### src/rtl/unsigned_product_accumulator_if.sv
// ---------------------------------------------------------------------------
// unsigned_product_accumulator_if
//
// Bundles the input (product) handshake and the output (result) handshake of
// unsigned_product_accumulator.
//
// Handshake rule, used on both sides: a transfer happens on a rising clk edge
// where valid and ready are both 1. The source holds its payload stable while
// valid=1 and ready=0. The block's in_ready may depend combinationally on
// out_ready, but never on in_valid.
//
// Signals
//   z         16      unsigned 8x8 product offered to the block
//   in_valid  1       z is valid this cycle
//   in_last   1       z is the final product of its group
//   in_ready  1       block accepts z this cycle
//   acc       ACC_W   accumulated group sum
//   count     8       number of products in the group
//   sat       1       group sum saturated
//   out_valid 1       acc/count/sat hold a completed result
//   out_ready 1       downstream accepts the result
//
// Modports
//   master  the traffic source/sink around the block (drives z, in_valid,
//           in_last, out_ready)
//   slave   the accumulator itself
// ---------------------------------------------------------------------------
interface unsigned_product_accumulator_if #(
    parameter int ACC_W = 24
);
    logic [15:0]      z;
    logic             in_valid;
    logic             in_last;
    logic             in_ready;
    logic [ACC_W-1:0] acc;
    logic [7:0]       count;
    logic             sat;
    logic             out_valid;
    logic             out_ready;

    modport master (
        output z, in_valid, in_last, out_ready,
        input  in_ready, acc, count, sat, out_valid
    );

    modport slave (
        input  z, in_valid, in_last, out_ready,
        output in_ready, acc, count, sat, out_valid
    );
endinterface

### src/rtl/unsigned_product_accumulator.sv
// ---------------------------------------------------------------------------
// unsigned_product_accumulator
//
// Sums groups of unsigned 16-bit products into a saturating ACC_W-bit
// accumulator. A group ends when a product arrives with in_last=1 or when
// LEN products have been summed. The completed sum, product count and
// saturation flag are then held until the downstream side consumes them.
// A new group may begin on the same edge that consumes the previous result,
// so back-to-back groups need no idle cycle.
//
// Parameters
//   LEN    products per group, 1..255
//   ACC_W  accumulator width, 17..32
//
// Ports
//   clk          rising-edge clock
//   rst_n        asynchronous active-low reset
//   bus          unsigned_product_accumulator_if.slave (both handshakes)
//   dbg_state_o  current FSM state (IDLE=0, ACC=1, HOLD=2)
//
// States
//   IDLE  no group open; accepts the first product of a group
//   ACC   group open; adds each accepted product
//   HOLD  result pending; in_ready follows out_ready
// ---------------------------------------------------------------------------
module unsigned_product_accumulator #(
    parameter int LEN   = 8,
    parameter int ACC_W = 24
) (
    input  logic                           clk,
    input  logic                           rst_n,
    unsigned_product_accumulator_if.slave  bus,
    output logic [1:0]                     dbg_state_o
);

    typedef enum logic [1:0] {
        S_IDLE = 2'd0,
        S_ACC  = 2'd1,
        S_HOLD = 2'd2
    } state_t;

    localparam logic [ACC_W-1:0] ACC_MAX = {ACC_W{1'b1}};
    localparam logic [7:0]       LEN_C   = 8'(LEN);

    state_t           state_q, state_d;
    logic [ACC_W-1:0] acc_q, acc_d;
    logic [7:0]       count_q, count_d;
    logic             sat_q, sat_d;
    logic             out_valid_q, out_valid_d;

    logic             in_ready_w;
    logic             accept_w;
    logic             consume_w;
    logic             start_w;
    logic [ACC_W:0]   sum_w;
    logic [ACC_W-1:0] z_ext_w;
    logic [7:0]       count_inc_w;

    // In HOLD the slot frees exactly when the pending result leaves, so the
    // input side may only advance on an edge that also consumes the output.
    assign in_ready_w  = (state_q != S_HOLD) | bus.out_ready;
    assign accept_w    = bus.in_valid & in_ready_w;
    assign consume_w   = out_valid_q & bus.out_ready;

    // Any accept outside ACC opens a fresh group (IDLE, or HOLD with a
    // simultaneous consume).
    assign start_w     = accept_w & (state_q != S_ACC);

    assign z_ext_w     = {{(ACC_W-16){1'b0}}, bus.z};
    // One extra bit catches the carry that marks overflow.
    assign sum_w       = {1'b0, acc_q} + {1'b0, z_ext_w};
    assign count_inc_w = count_q + 8'd1;

    always_comb begin
        state_d     = state_q;
        acc_d       = acc_q;
        count_d     = count_q;
        sat_d       = sat_q;
        out_valid_d = out_valid_q;

        case (state_q)
            S_IDLE: begin
                // Only the group start below applies here.
            end

            S_ACC: begin
                if (accept_w) begin
                    acc_d   = sum_w[ACC_W] ? ACC_MAX : sum_w[ACC_W-1:0];
                    sat_d   = sat_q | sum_w[ACC_W];
                    count_d = count_inc_w;
                    if (bus.in_last || (count_inc_w == LEN_C)) begin
                        state_d     = S_HOLD;
                        out_valid_d = 1'b1;
                    end
                end
            end

            S_HOLD: begin
                // Result registers are left untouched so they stay stable
                // under backpressure and remain visible after a consume.
                if (consume_w) begin
                    state_d     = S_IDLE;
                    out_valid_d = 1'b0;
                end
            end

            default: begin
                state_d     = S_IDLE;
                out_valid_d = 1'b0;
            end
        endcase

        // Group start overrides the HOLD->IDLE move when both happen.
        if (start_w) begin
            acc_d   = z_ext_w;
            count_d = 8'd1;
            sat_d   = 1'b0;
            if (bus.in_last || (LEN == 1)) begin
                state_d     = S_HOLD;
                out_valid_d = 1'b1;
            end else begin
                state_d     = S_ACC;
                out_valid_d = 1'b0;
            end
        end
    end

    always_ff @(posedge clk or negedge rst_n) begin
        if (!rst_n) begin
            state_q     <= S_IDLE;
            acc_q       <= '0;
            count_q     <= '0;
            sat_q       <= 1'b0;
            out_valid_q <= 1'b0;
        end else begin
            state_q     <= state_d;
            acc_q       <= acc_d;
            count_q     <= count_d;
            sat_q       <= sat_d;
            out_valid_q <= out_valid_d;
        end
    end

    assign bus.in_ready  = in_ready_w;
    assign bus.acc       = acc_q;
    assign bus.count     = count_q;
    assign bus.sat       = sat_q;
    assign bus.out_valid = out_valid_q;
    assign dbg_state_o   = state_q;

endmodule

### src/flat_wrapper.sv
// flat-port wrapper written by rule: the top's interface ports become plain ports
module unsigned_product_accumulator_flat 
#(
    parameter int LEN   = 8,
    parameter int ACC_W = 24
)
  (clk, rst_n, dbg_state_o, bus_z, bus_in_valid, bus_in_last, bus_out_ready, bus_in_ready, bus_acc, bus_count, bus_sat, bus_out_valid);
  unsigned_product_accumulator_if #(.ACC_W(ACC_W)) bus_i ();
  input  logic clk;
  input  logic rst_n;
  output logic [1:0] dbg_state_o;
  input wire logic [$bits(bus_i.z)-1:0] bus_z;
  input wire logic [$bits(bus_i.in_valid)-1:0] bus_in_valid;
  input wire logic [$bits(bus_i.in_last)-1:0] bus_in_last;
  input wire logic [$bits(bus_i.out_ready)-1:0] bus_out_ready;
  output wire logic [$bits(bus_i.in_ready)-1:0] bus_in_ready;
  output wire logic [$bits(bus_i.acc)-1:0] bus_acc;
  output wire logic [$bits(bus_i.count)-1:0] bus_count;
  output wire logic [$bits(bus_i.sat)-1:0] bus_sat;
  output wire logic [$bits(bus_i.out_valid)-1:0] bus_out_valid;
  assign bus_i.z = bus_z;
  assign bus_i.in_valid = bus_in_valid;
  assign bus_i.in_last = bus_in_last;
  assign bus_i.out_ready = bus_out_ready;
  assign bus_in_ready = bus_i.in_ready;
  assign bus_acc = bus_i.acc;
  assign bus_count = bus_i.count;
  assign bus_sat = bus_i.sat;
  assign bus_out_valid = bus_i.out_valid;
  unsigned_product_accumulator #(.LEN(LEN), .ACC_W(ACC_W)) u_core (.clk(clk), .rst_n(rst_n), .bus(bus_i), .dbg_state_o(dbg_state_o));
endmodule
### config.mk
export PLATFORM = sky130hd
export DESIGN_NAME = unsigned_product_accumulator_flat
export DESIGN_NICKNAME = d
export VERILOG_FILES = /design/src/rtl/unsigned_product_accumulator_if.sv /design/src/rtl/unsigned_product_accumulator.sv /design/src/flat_wrapper.sv
export SDC_FILE = /design/constraint.sdc
export NUM_CORES = 1
export LEC_CHECK = 0
export BUFFER_PORTS_ARGS = -buffer_cell sky130_fd_sc_hd__buf_2
export CAP_MARGIN = 25
export CELL_PAD_IN_SITES_DETAIL_PLACEMENT = 1
export CELL_PAD_IN_SITES_GLOBAL_PLACEMENT = 2
export CORE_MARGIN = 3
export CORE_UTILIZATION = 34
export DETAILED_ROUTE_END_ITERATION = 8
export HOLD_SLACK_MARGIN = 0.05
export PLACE_DENSITY_LB_ADDON = 0.1
export SKIP_LAST_GASP = 1
export SLEW_MARGIN = 25
export SYNTH_ARGS = -nofsm -noshare
export SYNTH_HDL_FRONTEND = slang
export SYNTH_SLANG_ARGS = --single-unit
### constraint.sdc
create_clock -name clk -period 4.9 [get_ports clk]
set_clock_uncertainty 0.05 [all_clocks]
set_input_delay 0.98 -clock clk [delete_from_list [all_inputs] [get_ports clk]]
set_output_delay 0.98 -clock clk [all_outputs]
set_load 0.02 [all_outputs]
# Word level (Yosys, flattened, before mapping)
# Cells that the tools add are included.
[totals]
ff_bits = 36
latchBits = 0
ram_bits = 0
mem_bits_ro = 0
input_bits = 21
word_cells = 49
memories = 0
[op_classes]
add_sub_neg = 2
mul = 0
n_div = 0
magnitude_cmp = 0
eq_ne = 9
shift = 0
muxes = 22
n_bitwise = 5
n_reduce_logical = 6
[op_table]
columns = ["op", "n"]
rows = [
  ["two-way mux 24 bit", 4],
  ["adder 24 x 16 -> 25 bit", 1],
  ["two-way mux 8 bit", 3],
  ["two-way mux 2 bit", 5],
  ["!= test 3 x 1 -> 1 bit, second input constant", 3],
  ["adder 8 x 1 -> 8 bit, second input constant", 1],
  ["equality test 8 x 4 -> 1 bit, second input constant", 1],
  ["two-way mux 1 bit", 8],
  ["one-hot mux 2 bit (3 select lines)", 1],
  ["!= test 2 x 1 -> 1 bit, second input constant", 2],
  ["AND reduction 4 bit", 1],
  ["nonzero test 2 bit", 2],
  ["AND 1 bit", 3],
  ["one-hot mux 1 bit (3 select lines)", 1],
  ["equality test 2 x 1 -> 1 bit, second input constant", 1],
  ["equality test 2 bit, second input constant", 1],
  ["zero test 2 bit", 1],
  ["!= test 2 bit, second input constant", 1],
  ["bitwise OR 1 bit", 2],
  ["AND reduction 2 bit", 1],
  ["logical OR 1 bit", 1],
]

# Logic depth before layout (Yosys ltp)
# Gate-level depths: netlist of the first run.
[depth]
word_depth = 7
ltp_mapped = 11
mapped_depth_nobuf = 10

# Least setup slack after synthesis of the first run
# OpenSTA, ideal clock, no wires.
[synth_path]
path_kind = "input to register"
from = "input bus_z[0]"
to = "register u_core.acc_q[10] (netlist: u_core.bus.acc[10])"
setup_ps = 80
arrival_ps = 2800
t_required_ps = 4770
path_slack_ps = 1970
path_stages = 11
n_path_buf = 1
cell_sequence = "ha_1 inv_1 fa_1 nand2b_1 a21oi_2 o21ai_1 a21o_1 nor3_4 buf_6 nor3_1 nor3_2"
[synth_between]
elab_chain_cells = 5
[synth_rtl]
columns = ["element", "line_no", "rtl"]
rows = [
  ["start, declared", "flat_wrapper.sv:12", "input wire logic [$bits(bus_i.z)-1:0] bus_z;"],
  ["adder 24 x 16 -> 25 bit", "unsigned_product_accumulator.sv:71", "assign sum_w = {1'b0, acc_q} + {1'b0, z_ext_w};"],
  ["two-way mux 24 bit", "unsigned_product_accumulator.sv:88", "acc_d = sum_w[ACC_W] ? ACC_MAX : sum_w[ACC_W-1:0];"],
  ["two-way mux 24 bit", "unsigned_product_accumulator.sv:87", "if (accept_w) begin"],
  ["two-way mux 24 bit", "unsigned_product_accumulator.sv:81", "case (state_q)"],
  ["two-way mux 24 bit", "unsigned_product_accumulator.sv:114", "if (start_w) begin"],
  ["end signal, assigned", "unsigned_product_accumulator.sv:131", "acc_q <= '0;"],
  ["end signal, assigned", "unsigned_product_accumulator.sv:137", "acc_q <= acc_d;"],
  ["end, declared", "unsigned_product_accumulator.sv:46", "logic [ACC_W-1:0] acc_q, acc_d;"],
]
# Every way passes these cells. The select of a mux whose other input is x is not followed.
# A chain may end at the register's enable or synchronous reset.

# Worst setup path in the final report of the first run
[layout_path]
from = "input bus_z[0]"
to = "register u_core.acc_q[18] (netlist: u_core.bus.acc[18])"
# Same word-level chain as after synthesis.

==> flow_metrics.tcl, run 1 <==
set metrics [dict create \
    finalHoldViolCount 0 \
    async_flop_share_pct 100 \
    synthesis.nets 364 \
    ys_types 51 \
    hold_path.class "flop to flop" \
    grt_antenna_before_repair 0 \
    drt-vias-per-instance 5.57 \
    design_area_um2 3100 \
    num_vias 2649 \
    cts.repair.resized 0 \
    cts_root_buffer "clkbuf_8" \
    drc 0 \
    cp.depth 11 \
    cts_tree "built" \
    tightest_slew_ns 0.866 \
    clk_path_buf_depth 2 \
    cts_buffers 5 \
    powerDensity_nw_per_um2 385 \
    status "finished, final reports clean" \
    first_pass_iters 4 \
    synthFlopType "dfrtp_1" \
    drtAntennaViolNets 0 \
    cp_top_family "compound AO/OA/AOI/OAI gates" \
    grt_pass1_wl_mm 13.9 \
    yosysTopAreaCell "dfrtp_1" \
    core_area_um2 7410 \
    diodes 0 \
    yosysWarnings 0 \
    cts_num_sinks 35 \
    synth_mux_area_share_pct 0.754 \
    yosys-top-cells-area "dfrtp_1 33%, ha_1 8.0%, o21ai_0 7.2%" \
    combPwrFrac_pct 49.4 \
    ir_drop_mv 0.148 \
    post-route-period-util_pct 67.5 \
    r2r_cells 10 \
    r2r_end "u_core.bus.acc[18]" \
    globalplace.congestion 0.799 \
    ioPinCount 58 \
    setup_tns_ns 0 \
    finalCriticalPeriod_ns 3.31 \
    placed_area_um2 3010 \
    yosys-top-cells-count "38 x nand2_1, 38 x o21ai_0, 35 x dfrtp_1, 28 x a21oi_1, 25 x nor2_1" \
    numPortBuffers 57 \
    die_y_um 94.4 \
    synth_area_per_cell_um2 8.17 \
    syn2layout_area_growth_pct 16.7 \
    clkTransAtPathRegs_ns 0.08 \
    yosys.area_share.adder_pct 8.76 \
    p_leak_nw 1.37 \
    grt-ovfl-total 0 \
    max_freq_mhz 302 \
    dr.first_iter.drc_count 41 \
    max_cap_violations 0 \
    synth_top_area_share_pct 33.0 \
    switchingPower_mw 0.529 \
    ys_seq_area_share_pct 33.0 \
    nets 416 \
    post_cts_buffers 0 \
    power.share.sequential_pct 31.9 \
    path_buf_inv 2 \
    drt_wl_total_mm 8.27 \
    cp-end-kind "flop" \
    grt_util_all_layers_pct 19.5 \
    synth_compound_area_share_pct 28.5 \
    regToRegSetupSlack_ns 1.97 \
    fillCellCount 940 \
    internal-power_mw 0.664 \
    dpl.hpwl_mm 6.03 \
    timing.final.max_slew_violations 0 \
    synthesis.area_um2 2660 \
    crit_path_max_incr_delay_ns 0.59 \
    synth_edf_count 0 \
    cp.required_ns 5.05 \
    rsz0062_at_grt "false" \
    critPathLaunch "bus_z[0]" \
    max-slew-margin-rel_pct 42.2 \
    postCtsHoldBufs 0 \
    power_frac_clock_pct 18.7 \
    regArea_um2 876 \
    clk_latency_ns 0.29 \
    start_util_pct 35.9 \
    setup_violations 0 \
    synthCells 325 \
    drive_above_1_share_pct 21.0 \
    wl_per_cell_um 17.4 \
    grt_pass1_vias 2777 \
    p_sw_share_pct 44.3 \
    crit_end "u_core.bus.acc[18]" \
    die_area_um2 8910 \
    cp_slowest_cell "nor3_4" \
    row_count 31 \
    grt_start_max_net_pins 36 \
    path_cells "buf_2 > ha_1 > inv_1 > fa_1 > nand2b_1 > a21oi_2 > o21ai_1 > a21o_1 > nor3_4 > o21ba_2 > o22ai_1" \
    arrival_ns 3.45 \
    synth_top_family_by_area "compound AO/OA/AOI/OAI gates" \
    crit_type "input port to flop" \
    worstSetupStartpointType "input port" \
    synth-xor-area-share_pct 5.28 \
    dieWidth_um 94.4 \
    ctsHtreeMaxLevel 2 \
    r2r-start "u_core.bus.acc[0]" \
    yosys.area_share.simple_pct 19.5 \
    multi_input_area_um2 1670 \
    cp_max_fo 16 \
    final_core_util_pct 41.8 \
    ys_seq_elements 35 \
]
registers in the layout, summed over array words and instances (netlist names):
| register | flops |
|---|---|
| u_core.bus.out_valid | 1 |
| u_core.dbg_state_o | 1 |
| u_core.bus.count | 8 |
| u_core.bus.sat | 1 |
| u_core.bus.acc | 24 |
logic make-up after synthesis:
logic type               Yosys count
adder cells (fa/ha/maj)           18
XOR/XNOR                          16
multiplexers                       2
AO/OA/AOI/OAI                    120
buffers and inverters             25
AND/OR/NAND/NOR                  109
flip-flops                        35
worst register-to-register path: cells and delay by family, from the launching register on:
family,cells,cell delay (ns)
flops,1,0.38
buf+inv,1,0.06
simple gates,2,0.78
compound gates,5,1.01
fa+ha+maj,2,0.57
worst min path at each step:
stage,start,end,slack [ns],cells after the start
after floorplan,u_core.bus.acc[2],u_core.bus.acc[2],0.56,2
after global placement,u_core.bus.acc[4],u_core.bus.acc[4],0.44,2
after detailed placement,u_core.bus.acc[6],u_core.bus.acc[6],0.46,2
after CTS,u_core.bus.acc[4],u_core.bus.acc[4],0.48,2
after global routing,u_core.bus.acc[8],u_core.bus.acc[8],0.52,2
final,u_core.bus.acc[4],u_core.bus.acc[4],0.47,2
layer usage:
metal	vias up	routed length, um	global-route usage [%]
met2	50	3990	33.2
li1	1282	-	-
met1	1310	3930	26.4
met3	7	284	3.03
met5	-	0	0
met4	0	67	3.37
layout by cell type (no fill, tap or decap), types with 8 or more instances in the layout:
cell type	count
inv_1	11
xnor2_1	12
nand2_1	37
ha_1	17
buf_2	57
a21oi_1	28
o21ai_0	38
nand3_1	8
nor2_1	25
nor3_1	14
o21ai_1	10
dfrtp_1	35
final cells by class:
cell class | instances | share of cell area (%)
timing repair buffer | 59 | 9.69
inverter | 11 | 1.33
sequential | 35 | 28.3
clock buffer | 6 | 2.66
multi-input combinational | 265 | 53.9
tap | 99 | 4.00
clock inverter | 1 | 0.161
power groups by stage:
stage	logic, mW	clock network, mW	registers [mW]
6_report	0.590	0.223	0.381
5_1_grt	0.663	0.242	0.389
4_1_cts	0.597	0.234	0.381
3_5_place_dp	0.593	0	0.386
3_3_place_gp	0.586	0	0.383
2_1_floorplan	0.377	0	0.434
stage by stage:
| stage | setup slack [ns] | cells | hold slack, ns | power, mW |
|---|---|---|---|---|
| after floorplan | 1.97 | 325 | 0.562 | 0.811 |
| after global placement | 1.38 | 469 | 0.444 | 0.969 |
| after detailed placement | 1.28 | 469 | 0.461 | 0.980 |
| after CTS | 1.59 | 476 | 0.479 | 1.21 |
| after global routing | 1.35 | 476 | 0.517 | 1.29 |
| final | 1.59 | 476 | 0.472 | 1.19 |
No activity file was read; power rests on OpenSTA's default activity.
==> inputs of run 2 (changes only) <==
--- a/config.mk
+++ b/config.mk
@@ -10,7 +10,7 @@
 export CELL_PAD_IN_SITES_DETAIL_PLACEMENT = 1
 export CELL_PAD_IN_SITES_GLOBAL_PLACEMENT = 2
 export CORE_MARGIN = 3
-export CORE_UTILIZATION = 34
+export CORE_UTILIZATION = 29
 export DETAILED_ROUTE_END_ITERATION = 8
 export HOLD_SLACK_MARGIN = 0.05
 export PLACE_DENSITY_LB_ADDON = 0.1
==> constraint.sdc (replaced) <==
create_clock -name clk -period 2.9 [get_ports clk]
set_clock_uncertainty 0.05 [all_clocks]
set_input_delay 0.58 -clock clk [delete_from_list [all_inputs] [get_ports clk]]
set_output_delay 0.58 -clock clk [all_outputs]
set_load 0.02 [all_outputs]
==> run 2 against run 1 <==
Die area rose by 16%. Register-to-register slack lost 1.6 ns. Non-clock buffer count up 12. First-iteration DRC count grew 78%.
==> flow_metrics.tcl, run 2 (same netlist as run 1, synthesis figures left out) <==
set metrics [dict create \
    internal-power_mw 1.25 \
    cp.required_ns 3.07 \
    setup_tns_ns 0 \
    row_count 34 \
    grt-ovfl-total 0 \
    start_util_pct 30.2 \
    setup_violations 0 \
    final_core_util_pct 36.7 \
    grt_util_all_layers_pct 17.6 \
    grt_pass1_wl_mm 14.3 \
    maxUsedRoutingLayer "met4" \
    syn2layout_area_growth_pct 21.5 \
    dr.first_iter.drc_count 73 \
    hold_slack_ns 0.341 \
    grt_start_max_net_pins 36 \
    ir_drop_mv 0.246 \
    crit_path_max_incr_delay_ns 0.40 \
    finalHoldViolCount 0 \
    cts_num_sinks 35 \
    die_area_um2 10300 \
    drtAntennaViolNets 0 \
    cp-end-kind "flop" \
    globalplace.congestion 0.739 \
    ioPinCount 58 \
    drt_wl_total_mm 8.62 \
    numPortBuffers 57 \
    dpl.hpwl_mm 6.32 \
    worstSetupStartpointType "flop" \
    path_cells "ha_1 > inv_1 > fa_1 > nand2b_1 > a21oi_2 > o21ai_1 > a21o_1 > nor3_4 > buf_4 > nor3_1 > nor3_2" \
    postCtsHoldBufs 0 \
    max_cap_violations 0 \
    m1WireLength_mm 4.36 \
    cts.repair.resized 0 \
    routed-wl-met2_mm 3.92 \
    power_frac_clock_pct 22.4 \
    max_freq_mhz 390 \
    first_pass_iters 4 \
    grt_pass1_vias 2760 \
    diodes 0 \
    drive_above_1_share_pct 23.3 \
    status "finished, final reports clean" \
    core_area_um2 8810 \
    finalCriticalPeriod_ns 2.57 \
    ctsHtreeMaxLevel 2 \
    largest_register_ff_count 24 \
    nets 428 \
    clk_latency_ns 0.30 \
    rsz0062_at_grt "false" \
    dieWidth_um 102 \
    drc 0 \
    wl_per_cell_um 17.3 \
    post-route-period-util_pct 88.5 \
    grt_antenna_before_repair 0 \
    cts_root_buffer "clkbuf_8" \
    cts_tree "built" \
    cp_slowest_cell "fa_1" \
    powerDensity_nw_per_um2 672 \
    p_leak_nw 1.45 \
    timing.final.max_slew_violations 0 \
    die_y_um 102 \
    num_vias 2683 \
    hold_path.class "input port to async pin" \
    combPwrFrac_pct 48.1 \
    cts_buffers 5 \
    met3_length_um 264 \
    switchingPower_mw 0.919 \
    path_buf_inv 2 \
    max-slew-margin-rel_pct 42.7 \
    clk_path_buf_depth 2 \
    clkTransAtPathRegs_ns 0.08 \
    layout_common_cells "57 x buf_2, 38 x nand2_1, 38 x o21ai_0" \
    crit_type "flop to flop" \
    post_cts_buffers 0 \
    p_sw_share_pct 42.4 \
    power.share.sequential_pct 29.5 \
    cp_top_family "simple AND/OR/NAND/NOR gates" \
    tightest_slew_ns 0.859 \
    drt-vias-per-instance 5.39 \
    arrival_ns 2.74 \
    layout.cells.most_common "buf_2" \
    cp_max_fo 6 \
]
run 2: final cells by class:
class | instances | area (um^2)
fillers | 1085 | 5580
inverters | 11 | 41.3
clock inverters | 2 | 35.0
well taps | 108 | 135
clock buffers | 6 | 82.6
repair buffers | 71 | 390
multi-input cells | 265 | 1670
flip-flops and latches | 35 | 876
run 2: final timing paths:
check | slack [ns] | depth (start not counted) | startpoint | end
worst max register to register | 0.33 | 11 | u_core.bus.acc[0] | u_core.bus.acc[10]
worst min register to register | 0.47 | 2 | u_core.bus.acc[4] | u_core.bus.acc[4]
max in group asynchronous | 1.92 | 1 | rst_n | u_core.bus.acc[23]
min in group clk | 0.43 | 2 | bus_in_last | u_core.dbg_state_o[0]
worst max-delay path | 0.33 | 11 | u_core.bus.acc[0] | u_core.bus.acc[10]
worst min-delay path | 0.34 | 1 | rst_n | u_core.bus.acc[8]
run 2: per-stage QoR:
stage	setup slack, ns	instances	area, um^2	power (mW)
after floorplan	0.370	325	2660	1.37
after global placement	0.151	490	3110	1.69
after detailed placement	0.0776	490	3110	1.70
after CTS	0.330	498	3230	2.20
after global routing	0.105	498	3230	2.35
final	0.333	498	3230	2.17
run 2: power by group through the flow:
stage	registers (mW)	logic (mW)	clock network [mW]
final	0.639	1.04	0.485
after global routing	0.657	1.18	0.519
after CTS	0.641	1.05	0.504
after detailed placement	0.650	1.05	0
after global placement	0.648	1.04	0
after floorplan	0.734	0.637	0
run 2: layer usage:
layer  track usage [%]  up-vias
met5                 0        -
met4              3.99        0
met3              2.55        7
met2              28.3       46
met1              24.9     1318
li1                  -     1312
